$ cat src/rtl/color_pkg.sv
// Shared color definitions: drawing color codes, the 12-bit VGA RGB
// type and the code-to-RGB palette used by the display path.
package color_pkg;

    localparam logic [2:0] COLOR_BLACK  = 3'b000;
    localparam logic [2:0] COLOR_RED    = 3'b001;
    localparam logic [2:0] COLOR_ORANGE = 3'b010;
    localparam logic [2:0] COLOR_YELLOW = 3'b011;
    localparam logic [2:0] COLOR_GREEN  = 3'b100;
    localparam logic [2:0] COLOR_BLUE   = 3'b101;
    localparam logic [2:0] COLOR_PURPLE = 3'b110;
    localparam logic [2:0] COLOR_WHITE  = 3'b111;

    typedef struct packed {
        logic [3:0] r;
        logic [3:0] g;
        logic [3:0] b;
    } rgb12;

    // Cursor blink phase; SHOW means the inverted cursor is drawn.
    typedef enum logic {
        BLINK_HIDE = 1'b0,
        BLINK_SHOW = 1'b1
    } blink_state_t;

    // Map a drawing color code to its VGA channel levels.
    function automatic rgb12 palette(input logic [2:0] code);
        rgb12 c;
        case (code)
            COLOR_BLACK:  c = '{r: 4'h0, g: 4'h0, b: 4'h0};
            COLOR_RED:    c = '{r: 4'hF, g: 4'h0, b: 4'h0};
            COLOR_ORANGE: c = '{r: 4'hF, g: 4'h8, b: 4'h0};
            COLOR_YELLOW: c = '{r: 4'hF, g: 4'hF, b: 4'h0};
            COLOR_GREEN:  c = '{r: 4'h0, g: 4'hF, b: 4'h0};
            COLOR_BLUE:   c = '{r: 4'h0, g: 4'h0, b: 4'hF};
            COLOR_PURPLE: c = '{r: 4'h8, g: 4'h0, b: 4'hF};
            default:      c = '{r: 4'hF, g: 4'hF, b: 4'hF};
        endcase
        return c;
    endfunction

endpackage

$ cat src/rtl/blink_timer.sv
// Cursor blink timer: counts frame starts (leading edge of vsync) and
// flips the SHOW/HIDE phase every BLINK_FRAMES frames.
module blink_timer
    import color_pkg::*;
#(
    parameter int unsigned BLINK_FRAMES = 30,
    parameter logic        SYNC_IDLE    = 1'b1
) (
    input  logic clk,
    input  logic rst,
    input  logic pixel_en,
    input  logic vsync_in,
    output logic blink_on
);

    localparam logic [7:0] LAST_FRAME = 8'(BLINK_FRAMES - 1);

    blink_state_t state_reg, state_next;
    logic [7:0]   frame_cnt_reg, frame_cnt_next;
    logic         vsync_prev_reg;
    logic         frame_start;

    // A frame starts when vsync leaves its idle level; a long pulse counts once
    // because the previous sample is no longer idle after the first tick.
    assign frame_start = pixel_en && (vsync_prev_reg == SYNC_IDLE) && (vsync_in != SYNC_IDLE);

    // Next-state: advance the frame counter and toggle phase on wrap.
    always_comb begin
        state_next     = state_reg;
        frame_cnt_next = frame_cnt_reg;
        if (frame_start) begin
            if (frame_cnt_reg == LAST_FRAME) begin
                frame_cnt_next = 8'd0;
                state_next     = (state_reg == BLINK_SHOW) ? BLINK_HIDE : BLINK_SHOW;
            end else begin
                frame_cnt_next = frame_cnt_reg + 8'd1;
            end
        end
    end

    // State, counter and vsync history; history only advances on pixel ticks.
    always_ff @(posedge clk) begin
        if (rst) begin
            state_reg      <= BLINK_SHOW;
            frame_cnt_reg  <= 8'd0;
            vsync_prev_reg <= SYNC_IDLE;
        end else begin
            state_reg     <= state_next;
            frame_cnt_reg <= frame_cnt_next;
            if (pixel_en) begin
                vsync_prev_reg <= vsync_in;
            end
        end
    end

    assign blink_on = (state_reg == BLINK_SHOW);

endmodule

$ cat src/rtl/vga_color_decoder.sv
// Display-path color decoder: two-stage pixel pipeline turning frame-buffer
// color codes into VGA RGB with a blinking inverted cursor, syncs kept aligned.
module vga_color_decoder
    import color_pkg::*;
#(
    parameter int unsigned BLINK_FRAMES = 30,
    parameter logic        SYNC_IDLE    = 1'b1
) (
    input  logic       clk,
    input  logic       rst,
    input  logic       pixel_en,
    input  logic [2:0] color_code,
    input  logic       video_on,
    input  logic       hsync_in,
    input  logic       vsync_in,
    input  logic       cursor_hit,
    output logic [3:0] vga_r,
    output logic [3:0] vga_g,
    output logic [3:0] vga_b,
    output logic       hsync,
    output logic       vsync,
    output logic       blink_on
);

    // Stage 1: raw pixel attributes
    logic [2:0] s1_code_reg;
    logic       s1_video_reg;
    logic       s1_cursor_reg;
    logic       s1_hsync_reg;
    logic       s1_vsync_reg;

    // Stage 2: driven pins
    rgb12       rgb_reg;
    rgb12       rgb_next;
    logic       hsync_reg;
    logic       vsync_reg;

    logic [11:0] pal_bits;
    logic [11:0] inv_bits;

    blink_timer #(
        .BLINK_FRAMES (BLINK_FRAMES),
        .SYNC_IDLE    (SYNC_IDLE)
    ) u_blink_timer (
        .clk      (clk),
        .rst      (rst),
        .pixel_en (pixel_en),
        .vsync_in (vsync_in),
        .blink_on (blink_on)
    );

    assign pal_bits = palette(s1_code_reg);

    // Cursor color is the per-bit complement of the palette entry.
    generate
        for (genvar gi = 0; gi < 12; gi++) begin : g_invert
            assign inv_bits[gi] = ~pal_bits[gi];
        end
    endgenerate

    // Blanking beats cursor, cursor (when visible) beats plain palette.
    always_comb begin
        rgb_next = pal_bits;
        if (!s1_video_reg) begin
            rgb_next = '0;
        end else if (s1_cursor_reg && blink_on) begin
            rgb_next = inv_bits;
        end
    end

    // Both pipeline stages advance together on pixel ticks; reset overrides.
    always_ff @(posedge clk) begin
        if (rst) begin
            s1_code_reg   <= COLOR_BLACK;
            s1_video_reg  <= 1'b0;
            s1_cursor_reg <= 1'b0;
            s1_hsync_reg  <= SYNC_IDLE;
            s1_vsync_reg  <= SYNC_IDLE;
            rgb_reg       <= '0;
            hsync_reg     <= SYNC_IDLE;
            vsync_reg     <= SYNC_IDLE;
        end else if (pixel_en) begin
            s1_code_reg   <= color_code;
            s1_video_reg  <= video_on;
            s1_cursor_reg <= cursor_hit;
            s1_hsync_reg  <= hsync_in;
            s1_vsync_reg  <= vsync_in;
            rgb_reg       <= rgb_next;
            hsync_reg     <= s1_hsync_reg;
            vsync_reg     <= s1_vsync_reg;
        end
    end

    assign vga_r = rgb_reg.r;
    assign vga_g = rgb_reg.g;
    assign vga_b = rgb_reg.b;
    assign hsync = hsync_reg;
    assign vsync = vsync_reg;

endmodule

$ cat config.mk
export PLATFORM = sky130hd
export DESIGN_NAME = vga_color_decoder
export DESIGN_NICKNAME = d
export VERILOG_FILES = /design/src/rtl/color_pkg.sv /design/src/rtl/blink_timer.sv /design/src/rtl/vga_color_decoder.sv
export SDC_FILE = /design/constraint.sdc
export NUM_CORES = 1
export LEC_CHECK = 0
export BUFFER_PORTS_ARGS = -buffer_cell sky130_fd_sc_hd__buf_4
export CAP_MARGIN = 20
export CORE_MARGIN = 1.5
export CORE_UTILIZATION = 39
export CTS_CLUSTER_DIAMETER = 100
export CTS_CLUSTER_SIZE = 12
export DETAILED_ROUTE_END_ITERATION = 10
export MAX_ROUTING_LAYER = met4
export SLEW_MARGIN = 20
export SYNTH_ARGS = -nofsm -noshare
export SYNTH_HDL_FRONTEND = slang
export SYNTH_SLANG_ARGS = --single-unit
$ cat constraint.sdc
create_clock -name clk -period 1.8 [get_ports clk]
set_clock_uncertainty 0.05 [all_clocks]
set_input_delay 0.27 -clock clk [delete_from_list [all_inputs] [get_ports clk]]
set_output_delay 0.27 -clock clk [all_outputs]
set_load 0.05 [all_outputs]
Word-level counts from Yosys, hierarchy flattened
Cells that the tools add are included.
{"block": "op_classes", "addsub": 1, "n_eq_ne": 7, "mux": 5, "bitwise": 13, "n_reduce_logical": 5}
{"cell": "12-bit one-hot mux with 7 select lines", "count": 1}
{"cell": "12-bit two-way mux", "count": 2}
{"cell": "1-bit inverter", "count": 13}
{"cell": "3-bit == test (second input constant)", "count": 3}
{"cell": "8-bit by 1-bit adder with 8-bit output (second input constant)", "count": 1}
{"cell": "8-bit by 5-bit == test with 1-bit output (second input constant)", "count": 1}
{"cell": "8-bit two-way mux", "count": 1}
{"cell": "3-bit by 2-bit == test with 1-bit output (second input constant)", "count": 2}
{"cell": "3-bit by 1-bit == test with 1-bit output (second input constant)", "count": 1}
{"cell": "1-bit logical AND", "count": 3}
{"cell": "3-bit logical NOT", "count": 1}
{"cell": "2-bit AND reduction", "count": 1}
{"cell": "1-bit two-way mux", "count": 1}
{"block": "totals", "ff_bits": 30, "inputBits": 10, "out_inout_bits": 15, "elab_cells": 43}

Longest topological paths before layout
{"block": "depth", "word_depth": 5, "mapped_depth": 6, "depth_no_buf": 6}

By module
From an unflattened synthesis, not the netlist that was laid out.
{"block": "unflattened", "hier_cells": 127, "area_unflattened_um2": 1196.1}
{"module": "vga_color_decoder", "instances": 1, "cells_per_inst": 73, "area_per_inst_um2": 669.4, "seq_area_each_um2": 280.3}
{"module": "blink_timer", "instances": 1, "cells_per_inst": 54, "area_per_inst_um2": 526.8, "seq_area_each_um2": 200.2}

Worst setup path before layout
Ideal clock, no wire load.
{"block": "synth_path", "path_type": "register to register", "startpoint": "register u_blink_timer.state_reg (netlist: u_blink_timer.blink_on)", "endpoint": "register rgb_reg, in the netlist vga_g[2]", "setup_ps": 117, "arrival_ps": 1277, "required_ps": 1633, "slack_ps": 356, "stages_incl_launch_ff": 4, "path_buffers": 0, "synth_period_minus_slack_ps": 1444, "cell_sequence": "dfxtp_1 nand2_1 xor2_1 a22o_1"}
{"block": "synth_via", "elab_chain_cells": 3}
{"element": "start, declared", "line_no": "blink_timer.sv:18", "source": "blink_state_t state_reg, state_next;"}
{"element": "start signal, assigned", "line_no": "blink_timer.sv:48", "source": "state_reg <= state_next;"}
{"element": "1-bit logical AND", "line_no": "vga_color_decoder.sv:66", "source": "end else if (s1_cursor_reg && blink_on) begin"}
{"element": "12-bit two-way mux", "line_no": "vga_color_decoder.sv:66"}
{"element": "12-bit two-way mux", "line_no": "vga_color_decoder.sv:64", "source": "if (!s1_video_reg) begin"}
{"element": "end signal, assigned", "line_no": "vga_color_decoder.sv:88", "source": "rgb_reg <= rgb_next;"}
{"element": "end, declared", "line_no": "vga_color_decoder.sv:33", "source": "rgb12 rgb_reg;"}
No other way between the ends.
A chain may end at the register's enable or synchronous reset.

Worst setup path after layout
{"block": "layout_path", "startpoint": "register u_blink_timer.frame_cnt_reg[0]", "endpoint": "register u_blink_timer.state_reg (netlist: u_blink_timer.blink_on)"}
{"block": "layout_via", "elab_chain_cells": 2}
{"element": "start, declared", "line_no": "blink_timer.sv:19", "source": "logic [7:0] frame_cnt_reg, frame_cnt_next;"}
{"element": "start signal, assigned", "line_no": "blink_timer.sv:49", "source": "frame_cnt_reg <= frame_cnt_next;"}
{"element": "8-bit by 5-bit == test with 1-bit output", "line_no": "blink_timer.sv:32", "source": "if (frame_cnt_reg == LAST_FRAME) begin"}
{"element": "2-bit AND reduction (no line)"}
No other way between the ends.

==> results.toml <==
[detailed_routing]
ant_nets = 0
first_pass_iters = 4
viasPerCell = 5.02
vias = 833
wl_per_cell_um = 11.9
drc_errors = 0
drt_wl_total_um = 1980
drtIter0Drc = 12

[sta]
finalCritPeriodShare = 0.854
rsz0062_at_grt = "false"
hold_viol = 0
slew_viol_final = 0
whs_ns = 0.112
setup-violations-final = 0
min_period_ns = 1.54
timing.setup.tns_ns = 0
fmaxAchievable_ghz = 0.651
slew_headroom = 0.756
worst_pin_slew_ns = 0.356

[worst_setup_path]
critPathCaptureType = "flip-flop"
setup.worst_path.start = "u_blink_timer.frame_cnt_reg[0]"
crit_arrival_ns = 1.70
crit_chain = "ha_1 -> nor4b_4 -> nor3b_4 -> xnor2_1 -> nand2b_1"
reg2reg_from = "u_blink_timer.frame_cnt_reg[0]"
worstPathRequired_ns = 1.96
path_buf_inv = 0
crit_type = "flip-flop to flip-flop"
crit_family = "simple AND/OR/NAND/NOR gates"
critPathSlowestCell = "dfxtp_1"
cpPeakStageDelay_ns = 0.44
worstPathMaxFanout = 5
startpoint_type = "flip-flop"

[clock_network]
cts_made_buffers = 3
clock-root-buffer = "clkbuf_4"
cts.path.max_buffers = 2
post_cts_resize_count = 0
cts_hold_buf = 0
cts_tree = "done"
path_clk_slew_ns = 0.12
clock-sinks = 23
cts_setup_buffers = 0
htree_levels = 1
clk_latency_ns = 0.30

[yosys]
syn_nets = 132
seq_area_frac_synth = 0.405
ys_seq_elements = 23
synth_top_area_cell = "dfxtp_1"
ys_types = 30
ys_warn_count = 0
netlist_area_um2 = 1140
syn-instance-count = 120
synth_top_area_share = 0.405
synth_area_leaders = "dfxtp_1, mux2i_1, buf_4, nor2_1, xnor2_1"
avgSynthCellArea_um2 = 9.47

[floorplan]
num_rows = 19
dieArea_um2 = 3250
core-area_um2 = 2760
die_w_um = 57.0
io_pins = 25
die_h_um = 57.0
start_util = 0.412

[pwr]
clkPwrFrac = 0.252
power.internal_uw = 675
p_per_area_nw_per_um2 = 705
switching_share = 0.265
combPwrFrac = 0.155
switching_power_uw = 244
p_leak_uw = 0.000550
seqPwrFrac = 0.593
peakVddDrop_v = 0.000454

[finish]
diodes = 0
finalNetCount = 148
ff_latch_area_um2 = 460
n_fill_cell = 259
instances_no_fill = 166
largest_reg_flops = 8
multi_input_area_um2 = 581
drive_gt1_frac = 0.237
syn_to_final_growth_pct = 14.6

[worst_hold_path]
min_path_type = "input port to flip-flop"
worstHoldStart = "hsync_in"

[grt]
grt_pass1_wl_um = 3480
met1_usage = 0.161
grt_usage = 0.142
grt_max_degree = 26
grt_pass1_vias = 787
met2_usage = 0.238
met3_usage = 0.0227
grt_overflow = 0
grt_antenna_before_repair = 0
busiest_layer = "met2"

[flow_run]
drv_cap = 0

[placed_design]
place.detailed.hpwl_um = 1490
gp_congestion = 0.815
port_buffers = 24
placedCellCount = 162

[status]
status = "finished, final reports clean"
==> through the flow <==
stage / setup WS (ns) / power, uW / utilization / cell area [um2]
floorplan: 0.356 / 664 / - / 1140
global placement: 0.342 / 696 / 0.462 / 1270
detailed placement: 0.269 / 700 / 0.462 / 1270
CTS: 0.247 / 941 / 0.472 / 1300
global route: 0.0719 / 977 / 0.472 / 1300
finish: 0.264 / 919 / 0.472 / 1300
==> area by class of cell <==
class	instances	share of cell area
repair buffers	25	0.144
clock buffers	3	0.0173
clock inverters	1	0.00384
flip-flops and latches	23	0.354
well taps	31	0.0298
multi-input cells	81	0.446
inverters	2	0.00576
==> per-layer routing <==
layer  share of wire  vias up
met2            0.49       18
met5               0        -
met3           0.047        4
met1            0.45      378
met4           0.019        0
li1                -      433
==> worst register-to-register path, delay by kind of cell, from the launching register on <==
family                     cells  cell delay [ns]
DFF                            1             0.44
adders and majority gates      1             0.18
xor gates and xnor gates       1             0.15
and+or+nand+nor                3             0.62
==> layout by cell type, fill, tap and decap left out, drive strengths merged, types with 5 or more instances in the layout <==
cell | netlist | layout
nand2 | 7 | 7
xnor2 | 6 | 6
nor2 | 14 | 14
buf | 10 | 25
nor2b | 5 | 5
a21oi | 5 | 5
dfxtp | 23 | 23
nor3 | 6 | 6
a211o | 5 | 5
mux2i | 9 | 9
==> synth_stat cells <==
master     count
xor2_1         3
a22o_1         2
nor3_1         6
maj3_1         1
o21ai_0        1
nor4b_4        1
or3_1          1
nor4_1         1
o31ai_1        1
nand4_1        1
nand3b_4       1
nor3b_4        1
inv_1          2
ha_1           2
xnor2_1        6
and3b_1        1
a21oi_1        5
buf_4          9
nor3b_1        2
a211o_1        5
nor2b_1        5
nand2_1        7
nand3_1        1
nor2_1        14
buf_2          1
nand2b_1       3
mux2i_1        9
dfxtp_1       23
a2111oi_0      1
clkbuf_1       4
==> worst paths after layout <==
path	slack, ns	end	depth (start not counted)
worst max-delay path	0.26	u_blink_timer.blink_on	5
worst min-delay path	0.11	s1_hsync_reg	2
worst max register to register	0.26	u_blink_timer.blink_on	5
worst min register to register	0.42	hsync	1
==> power groups by stage <==
stage	registers (uW)	logic [uW]	clock network (uW)
floorplan	569	95.0	0
global placement	555	141	0
detailed placement	556	144	0
CTS	545	144	252
global route	549	155	273
finish	545	142	232
==> logic make-up after synthesis <==
family	count (synthesis)	share of synthesized area
AND/OR/NAND/NOR	45	0.237
AO/OA/AOI/OAI	15	0.0947
multiplexers	9	0.0793
adder cells (fa/ha/maj)	3	0.0308
buffers and inverters	16	0.0837
XOR/XNOR	9	0.0694
flip-flops	23	0.405
Power figures use the tool's default switching activity.
